### src/rtl/jogo_desafio_memoria_top.sv
// jogo_desafio_memoria_top: Simon-style memory game with sequence RAM, round/address/timeout counters and control FSM.
// Rev 1.0
`default_nettype none

module jogo_desafio_memoria_top #(
  parameter int TIMEOUT_CYCLES = 5000,
  parameter int SHOW_CYCLES    = 500,
  parameter int GAP_CYCLES     = 250
) (
  input  logic       clock,
  input  logic       reset,
  input  logic       jogar,
  input  logic [1:0] configuracao,
  input  logic [3:0] botoes,
  output logic [3:0] leds,
  output logic [2:0] leds_rgb,
  output logic       ganhou,
  output logic       perdeu,
  output logic       timeout,
  output logic       pronto,
  output logic       db_igual,
  output logic       db_enderecoIgualLimite,
  output logic       db_timeout,
  output logic       db_escrita,
  output logic       db_clock,
  output logic       db_iniciar,
  output logic       db_modo,
  output logic       db_configuracao,
  output logic [6:0] db_contagem,
  output logic [6:0] db_memoria,
  output logic [6:0] db_estado,
  output logic [6:0] db_jogadafeita,
  output logic [6:0] db_limite_rodada
);

  typedef enum logic [4:0] {
    S_INICIAL        = 5'b00000,
    S_PREPARACAO     = 5'b00001,
    S_INICIA_RODADA  = 5'b00010,
    S_MOSTRA         = 5'b00011,
    S_INTERVALO      = 5'b00100,
    S_TESTA_EXIBICAO = 5'b00101,
    S_PREP_JOGADA    = 5'b00110,
    S_ESPERA_JOGADA  = 5'b00111,
    S_REGISTRA       = 5'b01000,
    S_PROXIMO_LED    = 5'b01001,
    S_COMPARA        = 5'b01010,
    S_FIM_RODADA     = 5'b01011,
    S_PROXIMA_JOGADA = 5'b01100,
    S_GANHOU         = 5'b01101,
    S_PERDEU         = 5'b01110,
    S_FIM_TIMEOUT    = 5'b01111,
    S_ESPERA_ESCRITA = 5'b10000,
    S_PROXIMA_RODADA = 5'b10001,
    S_ESCREVE        = 5'b10010
  } state_t;

  localparam int CW = $clog2((SHOW_CYCLES > GAP_CYCLES ? SHOW_CYCLES : GAP_CYCLES) + 1);
  localparam logic [CW-1:0] SHOW_LAST = CW'(SHOW_CYCLES - 1);
  localparam logic [CW-1:0] GAP_LAST  = CW'(GAP_CYCLES - 1);
  localparam logic [12:0]   TMO_LAST  = 13'(TIMEOUT_CYCLES - 1);
  // Entry 0 sits in the least significant nibble.
  localparam logic [63:0] PRELOAD = {4'b0100, 4'b0001, 4'b1000, 4'b1000, 4'b0100, 4'b0100, 4'b0010, 4'b0010,
                                     4'b0001, 4'b0001, 4'b0010, 4'b0100, 4'b1000, 4'b0100, 4'b0010, 4'b0001};

  state_t          state_q, state_d;
  logic [3:0]      endereco_q, endereco_d;
  logic [3:0]      limite_q, limite_d;
  logic [12:0]     tempo_q, tempo_d;
  logic [CW-1:0]   cnt_q, cnt_d;
  logic [3:0]      jogada_q, jogada_d;
  logic            modo_q, modo_d;
  logic            escrita_q, escrita_d;
  logic            botao_q;
  logic [3:0]      mem_q [16];
  logic            we;

  logic [3:0] mem_rd;
  logic       igual, fim_ender, jogada, tmo_fim;

  assign mem_rd    = mem_q[endereco_q];
  assign igual     = (jogada_q == mem_rd);
  assign fim_ender = (endereco_q == limite_q);
  // Edge of the OR keeps a held button from counting twice or on entry to a wait state.
  assign jogada    = (|botoes) & ~botao_q;
  assign tmo_fim   = (tempo_q == TMO_LAST);

  always_comb begin
    state_d    = state_q;
    endereco_d = endereco_q;
    limite_d   = limite_q;
    tempo_d    = tempo_q;
    cnt_d      = '0;
    jogada_d   = jogada_q;
    modo_d     = modo_q;
    escrita_d  = escrita_q;
    we         = 1'b0;
    case (state_q)
      S_INICIAL:       if (jogar) state_d = S_PREPARACAO;
      S_PREPARACAO: begin
        limite_d   = '0;
        endereco_d = '0;
        tempo_d    = '0;
        modo_d     = configuracao[1];
        escrita_d  = configuracao[0];
        state_d    = S_INICIA_RODADA;
      end
      S_INICIA_RODADA: begin
        endereco_d = '0;
        state_d    = S_MOSTRA;
      end
      S_MOSTRA:
        if (cnt_q == SHOW_LAST) state_d = S_INTERVALO;
        else                    cnt_d   = cnt_q + CW'(1);
      S_INTERVALO:
        if (cnt_q == GAP_LAST) state_d = S_TESTA_EXIBICAO;
        else                   cnt_d   = cnt_q + CW'(1);
      S_TESTA_EXIBICAO: state_d = fim_ender ? S_PREP_JOGADA : S_PROXIMO_LED;
      S_PROXIMO_LED: begin
        endereco_d = endereco_q + 4'd1;
        state_d    = S_MOSTRA;
      end
      S_PREP_JOGADA: begin
        endereco_d = '0;
        tempo_d    = '0;
        state_d    = S_ESPERA_JOGADA;
      end
      S_ESPERA_JOGADA, S_ESPERA_ESCRITA: begin
        if (jogada) begin
          jogada_d = botoes;
          state_d  = (state_q == S_ESPERA_JOGADA) ? S_REGISTRA : S_ESCREVE;
        end else if (modo_q && tmo_fim) begin
          state_d = S_FIM_TIMEOUT;
        end else if (!tmo_fim) begin
          tempo_d = tempo_q + 13'd1;
        end
      end
      S_REGISTRA: state_d = S_COMPARA;
      S_COMPARA:
        if (!igual)         state_d = S_PERDEU;
        else if (fim_ender) state_d = S_FIM_RODADA;
        else                state_d = S_PROXIMA_JOGADA;
      S_PROXIMA_JOGADA: begin
        endereco_d = endereco_q + 4'd1;
        tempo_d    = '0;
        state_d    = S_ESPERA_JOGADA;
      end
      S_FIM_RODADA: begin
        tempo_d = '0;
        if (limite_q == 4'd15) state_d = S_GANHOU;
        else if (escrita_q)    state_d = S_ESPERA_ESCRITA;
        else                   state_d = S_PROXIMA_RODADA;
      end
      S_ESCREVE: begin
        we      = escrita_q;
        state_d = S_PROXIMA_RODADA;
      end
      S_PROXIMA_RODADA: begin
        limite_d = limite_q + 4'd1;
        state_d  = S_INICIA_RODADA;
      end
      S_GANHOU, S_PERDEU, S_FIM_TIMEOUT: if (jogar) state_d = S_PREPARACAO;
      default: state_d = S_INICIAL;
    endcase
  end

  always_ff @(posedge clock or negedge reset) begin
    if (!reset) begin
      state_q    <= S_INICIAL;
      endereco_q <= '0;
      limite_q   <= '0;
      tempo_q    <= '0;
      cnt_q      <= '0;
      jogada_q   <= '0;
      modo_q     <= 1'b0;
      escrita_q  <= 1'b0;
      botao_q    <= 1'b0;
      for (int i = 0; i < 16; i++) mem_q[i] <= PRELOAD[4*i +: 4];
    end else begin
      state_q    <= state_d;
      endereco_q <= endereco_d;
      limite_q   <= limite_d;
      tempo_q    <= tempo_d;
      cnt_q      <= cnt_d;
      jogada_q   <= jogada_d;
      modo_q     <= modo_d;
      escrita_q  <= escrita_d;
      botao_q    <= |botoes;
      if (we) mem_q[limite_q + 4'd1] <= jogada_q;
    end
  end

  function automatic logic [6:0] hex7(input logic [3:0] v);
    case (v)
      4'h0: hex7 = 7'b1000000;  4'h1: hex7 = 7'b1111001;
      4'h2: hex7 = 7'b0100100;  4'h3: hex7 = 7'b0110000;
      4'h4: hex7 = 7'b0011001;  4'h5: hex7 = 7'b0010010;
      4'h6: hex7 = 7'b0000010;  4'h7: hex7 = 7'b1111000;
      4'h8: hex7 = 7'b0000000;  4'h9: hex7 = 7'b0010000;
      4'hA: hex7 = 7'b0001000;  4'hB: hex7 = 7'b0000011;
      4'hC: hex7 = 7'b1000110;  4'hD: hex7 = 7'b0100001;
      4'hE: hex7 = 7'b0000110;  default: hex7 = 7'b0001110;
    endcase
  endfunction

  assign leds     = (state_q == S_MOSTRA) ? mem_rd : 4'b0000;
  assign ganhou   = (state_q == S_GANHOU);
  assign perdeu   = (state_q == S_PERDEU);
  assign timeout  = (state_q == S_FIM_TIMEOUT);
  assign pronto   = ganhou | perdeu | timeout;
  assign leds_rgb = {perdeu | timeout, ganhou | timeout, 1'b0};

  assign db_igual               = igual;
  assign db_enderecoIgualLimite = fim_ender;
  assign db_timeout             = tmo_fim;
  assign db_escrita             = we;
  assign db_clock               = clock;
  assign db_iniciar             = jogar;
  assign db_modo                = modo_q;
  assign db_configuracao        = escrita_q;
  assign db_contagem            = hex7(endereco_q);
  assign db_memoria             = hex7(mem_rd);
  assign db_estado              = hex7(state_q[3:0]);
  assign db_jogadafeita         = hex7(jogada_q);
  assign db_limite_rodada       = hex7(limite_q);

endmodule

`default_nettype wire

### config.mk
export PLATFORM = sky130hd
export DESIGN_NAME = jogo_desafio_memoria_top
export DESIGN_NICKNAME = d
export VERILOG_FILES = /design/src/rtl/jogo_desafio_memoria_top.sv
export SDC_FILE = /design/constraint.sdc
export NUM_CORES = 1
export LEC_CHECK = 0
export BUFFER_PORTS_ARGS = -buffer_cell sky130_fd_sc_hd__clkbuf_2
export CAP_MARGIN = 15
export CORE_ASPECT_RATIO = 1.2
export CORE_UTILIZATION = 60
export DETAILED_ROUTE_END_ITERATION = 10
export HOLD_SLACK_MARGIN = 0.08
export PLACE_DENSITY_LB_ADDON = 0.05
export SLEW_MARGIN = 20
export SYNTH_ARGS = -nofsm -noshare
export SYNTH_HDL_FRONTEND = slang
export SYNTH_SLANG_ARGS = --single-unit
### constraint.sdc
create_clock -name clock -period 4.1 [get_ports clock]
set_input_delay 0.205 -clock clock [delete_from_list [all_inputs] [get_ports clock]]
set_output_delay 0.205 -clock clock [all_outputs]
set_load 0.05 [all_outputs]
Word level (Yosys, flattened, before mapping)
Memories as Yosys holds them, arrays and structs flattened.
Index checks and enable logic that the tools add are counted.
Storage, ports and cells
  bits in registers: 106
  ROM bits: 560
  input port bits: 9
  output and inout port bits: 54
  word-level logic and storage cells: 123
  memories kept: 5
Cells by class
  $add $sub $neg: 4
  magnitude comparators: 3
  equal/unequal tests: 31
  mux-type cells: 29
  bitwise logic cells: 8
  reductions and logical operators: 18
Memories
  (name not given): words 16, width 7, read ports 1, clocked after Yosys merged registers in 0, write ports 0, RTL line 194  | case (v)
  (name not given): words 16, width 7, read ports 1, clocked after Yosys merged registers in 0, write ports 0, RTL line 194
  (name not given): words 16, width 7, read ports 1, clocked after Yosys merged registers in 0, write ports 0, RTL line 194
  (name not given): words 16, width 7, read ports 1, clocked after Yosys merged registers in 0, write ports 0, RTL line 194
  (name not given): words 16, width 7, read ports 1, clocked after Yosys merged registers in 0, write ports 0, RTL line 194
Operators with widths (count)
  $bwmux W64: 1
  $pmux W5 S12: 1
  $eq A5 B4 Y1 const B: 8
  $mux W13: 3
  $mux W5: 7
  $pmux W13 S2: 1
  $eq A5 B3 Y1 const B: 4
  $mux W4: 5
  $mux W9: 2
  $pmux W9 S2: 1
  $bmux W4 S4: 1
  $demux W4 S4: 1
  $pmux W4 S2: 2
  $eq A5 B5 Y1 const B: 3
  $add A13 B1 Y13 const B: 1
  $eq A13 B13 Y1 const B: 1
  $reduce_or A4 Y1: 3
  $eq A5 B2 Y1 const B: 2
  $ge A5 B5 Y1 const B: 2
  $ne A2 B2 Y1 const B: 5
  $not A4 Y5: 2
  $reduce_or A2 Y1: 5
  $add A9 B1 Y9 const B: 1
  $eq A9 B8 Y1 const B: 1
  19 further kinds: 30

Logic depth before layout (Yosys ltp)
  word-level depth: 7
  gate-level depth with buffers: 12
  depth with buffers taken out: 9

==> run_results.csv <==
group,metric,value,unit
setup_path,crit_fanout,18,
clock_network,cts_tree,"built",
placement,hpwl,11600,um
clock_network,clkSlewWorstSetupHoldPaths,0.07,ns
run_status,status,"finished, final reports clean",
setup_path,cp_top_family,"flip-flops",
routing,avgRoutedWirePerCell,17.5,um
logic_synthesis,yosysUniqueCellTypes,71,
clock_network,cts_max_path_buffers,2,
cells_and_area,area_delta_synth_final,9.07,%
pwr,ir_drop,0.000588,V
routing,dr.pass1.iters,5,
clock_network,cts_root_buf,"clkbuf_16",
setup_path,reg2reg_depth,6,
clock_network,cts-buffers-inserted,9,
timing,layout_min_cycle_time,3.70,ns
setup_path,path_cells,"buf_4, mux4_2, or2_1, a21oi_1, a31o_2, inv_1, ha_1, or3_1, o21ai_0, nor2_1, clkbuf_2",
setup_path,cp.required,3.89,ns
routing,via_per_inst,6.05,
cells_and_area,drive_gt1_share,22.8,%
global_routing,grt_overflow,0,
logic_synthesis,syn_area_per_cell,9.71,um^2
setup_path,worst_path_max_delay_cell,"dfrtp_1",
cells_and_area,final_cell_mix,"dfrtp_1 (90), nand2_1 (75), nor2_1 (69)",
logic_synthesis,synthSimpleGateAreaFrac,18.3,%
global_routing,grt_use_met2,47.1,%
logic_synthesis,syn_nets,756,
logic_synthesis,async_reset_ff_share,100,%
global_routing,grt_pass1_vias,5337,
setup_path,worst-setup-path-type,"register to primary output",
cells_and_area,nets,789,
floorplanning,die_area,12000,um^2
routing,routed_wl,15800,um
global_routing,grt_max_degree,77,
logic_synthesis,synth_top_flop_cell,"dfrtp_1",
setup_path,worst-path-stages,11,
global_routing,globalRoute.busiestLayer,"met2",
global_routing,grt_usage,28.2,%
logic_synthesis,synthAdderAreaFrac,6.14,%
routing,ant_nets,0,
pwr,power_frac_seq,29.3,%
timing,slew_headroom,29.2,%
logic_synthesis,synth-compound-area-share,12.5,%
cells_and_area,antenna_cells,0,
logic_synthesis,synth_top_family_by_area,"simple AND/OR/NAND/NOR gates",
clock_network,h-tree-depth,3,
timing,final.setup.tns,0,ns
timing,rsz0062_at_grt,"false",
pwr,p_per_area,689,nW/um^2
floorplanning,core-area,11100,um^2
logic_synthesis,synth-edff-count,0,
global_routing,grt_first_pass_wirelength,26400,um
pwr,clkPwrFrac,17.7,%
routing,route.detailed.drc,0,
global_routing,antenna_found_initial,0,
timing,finalSetupViolCount,0,
setup_path,startpoint_type,"register",
pwr,power_leakage,3.41,nW
clock_network,cts-resized-gates,0,
hold_path,hold_path_class,"input port to register",
floorplanning,initial_utilization,62.1,%
logic_synthesis,syn-cell-area,6920,um^2
floorplanning,ioPinCount,63,
logic_synthesis,yosysWarnings,0,
setup_path,arrival,3.50,ns
global_routing,met1_usage,37.6,%
pwr,finalPower,0.00520,W
setup_path,end_kind,"primary output",
timing,slew_violations,0,
timing,worst_pin_slew,1.06,ns
global_routing,grt_use_met3,3.44,%
hold_path,min_path_cells,3,
timing,clock_skew,0.00381,ns
pwr,p_comb_share,53.0,%
timing,fmax,0.270,GHz
placement,gp_congestion,0.875,
pwr,switchingPower,0.00265,W
floorplanning,row_count,42,
timing,timing.final.crit_share,90.3,%
placement,portBuffers,61,
pwr,cell_internal_pwr,0.00255,W
timing,finalHoldViolCount,0,
setup_path,slowest_delay,0.88,ns
floorplanning,die_w,100,um
routing,drt_iter0_markers,302,
routing,vias,5474,
run,drv_cap,0,
logic_synthesis,syn_inst,713,
logic_synthesis,synth_seq_cells,106,
logic_synthesis,ys_seq_area_share,38.6,%
floorplanning,fp.dieH,120,um
pwr,p_sw_share,51.0,%
setup_path,path_buf_inv,3,
logic_synthesis,muxShareOfSynthArea,16.8,%
clock_network,clk-insertion-delay-late,0.34,ns
cells_and_area,final_common_cell,"dfrtp_1",
logic_synthesis,synthXorXnorAreaFrac,2.78,%
routing by layer:
metal  up-vias  share of wire (%)
met1      2688                 44
met3        35                4.0
met2       157                 49
met5         -                  0
met4         0                2.7
li1       2594                  -
flip-flops by register name, summed over array words and instances (netlist names):
signal	count
botao_q	1
cnt_q	9
tempo_q	13
db_modo	1
limite_q	4
db_configuracao	1
state_q	5
endereco_q	4
mem_q	64
jogada_q	4
final timing paths:
path / from / endpoint / slack (ns)
max: endereco_q[1] / db_memoria[0] / 0.40
min: botoes[1] / jogada_q[1] / 0.09
max reg2reg: endereco_q[1] / state_q[1] / 0.96
min reg2reg: mem_q[32] / mem_q[32] / 0.48
max in group asynchronous: reset / mem_q[32] / 2.56
min in group asynchronous: reset / tempo_q[12] / 0.53
cell usage after synthesis, types with 3 or more instances:
cell      instances  area, um^2
nand3b_1          4        30.0
a32o_1            3        30.0
nand3_1          24         120
and2_1            3        18.8
clkbuf_1         28         105
o21ai_0          65         325
inv_1            21        78.8
a22o_1            9        78.8
nor3_1            6        30.0
xnor2_1          15         131
dfrtp_1          90        2250
nand4_1           6        37.5
buf_2             5        25.0
nor4_1            5        31.3
mux2_2           44         495
buf_6             4        45.0
o22ai_1           4        25.0
a22oi_1           4        30.0
buf_1             3        11.3
nand2b_1         12        75.1
xor2_1            7        61.3
mux4_2           10         225
mux4_1            8         210
or2_2             7        43.8
a21oi_1          24         120
and3_1            7        43.8
nand2_1          75         282
mux2i_1          23         230
nor2_1           69         259
o31ai_1           6        45.0
dfstp_2          16         420
or3_1             4        25.0
ha_1             34         425
buf_4             4        30.0
a211oi_1          3        22.5
nor2b_1          11        68.8
timing repair:
item,4_1_cts,5_1_grt
hold buffers,2,0
hold endpoints to repair,61,0
buffers inserted,0,0
area by class of cell:
type,instances,area [um^2]
inverters,24,90.1
well taps,154,193
clock buffers,15,300
repair buffers,68,368
fillers,900,3590
flip-flops and latches,106,2670
clock inverters,2,13.8
multi-input cells,536,3910
logic make-up (layout without fill, tap and decap cells):
kind of cell / after synthesis / in the layout
muxes: 85 / 85
adders and majority gates: 34 / 34
DFF: 106 / 106
buffers and inverters: 71 / 109
xor gates and xnor gates: 22 / 22
other: 1 / 1
AOI/OAI and AO/OA: 140 / 140
and+or+nand+nor: 254 / 254
worst reg2reg max path, stage by stage, from the launching register on:
cell and delay [ns]:
dfrtp_1 0.88, mux4_1 0.64, mux4_2 0.63, xnor2_1 0.19, nor4_2 0.29, nand4_1 0.13
a32o_1 0.27
power by group through the flow:
| stage | combinational, W | clock (W) | sequential (W) |
|---|---|---|---|
| CTS | 0.00275 | 0.000935 | 0.00152 |
| global route | 0.00299 | 0.000976 | 0.00156 |
| floorplan | 0.00235 | 0.0000526 | 0.00133 |
| finish | 0.00276 | 0.000921 | 0.00152 |
| detailed placement | 0.00274 | 0.0000463 | 0.00154 |
| global placement | 0.00270 | 0.0000463 | 0.00153 |
per-stage QoR:
stage	cells	utilization (%)	hold WS (ns)	cell area [um^2]	worst slack, ns
global placement	887	64.8	0.387	7220	0.810
floorplan	713	-	-0.0906	6920	0.849
global route	905	67.8	0.0918	7550	0.173
CTS	905	67.8	0.0819	7550	0.386
detailed placement	887	64.8	0.389	7220	0.777
finish	905	67.8	0.0870	7550	0.398
No activity file was read; power rests on OpenSTA's default activity.
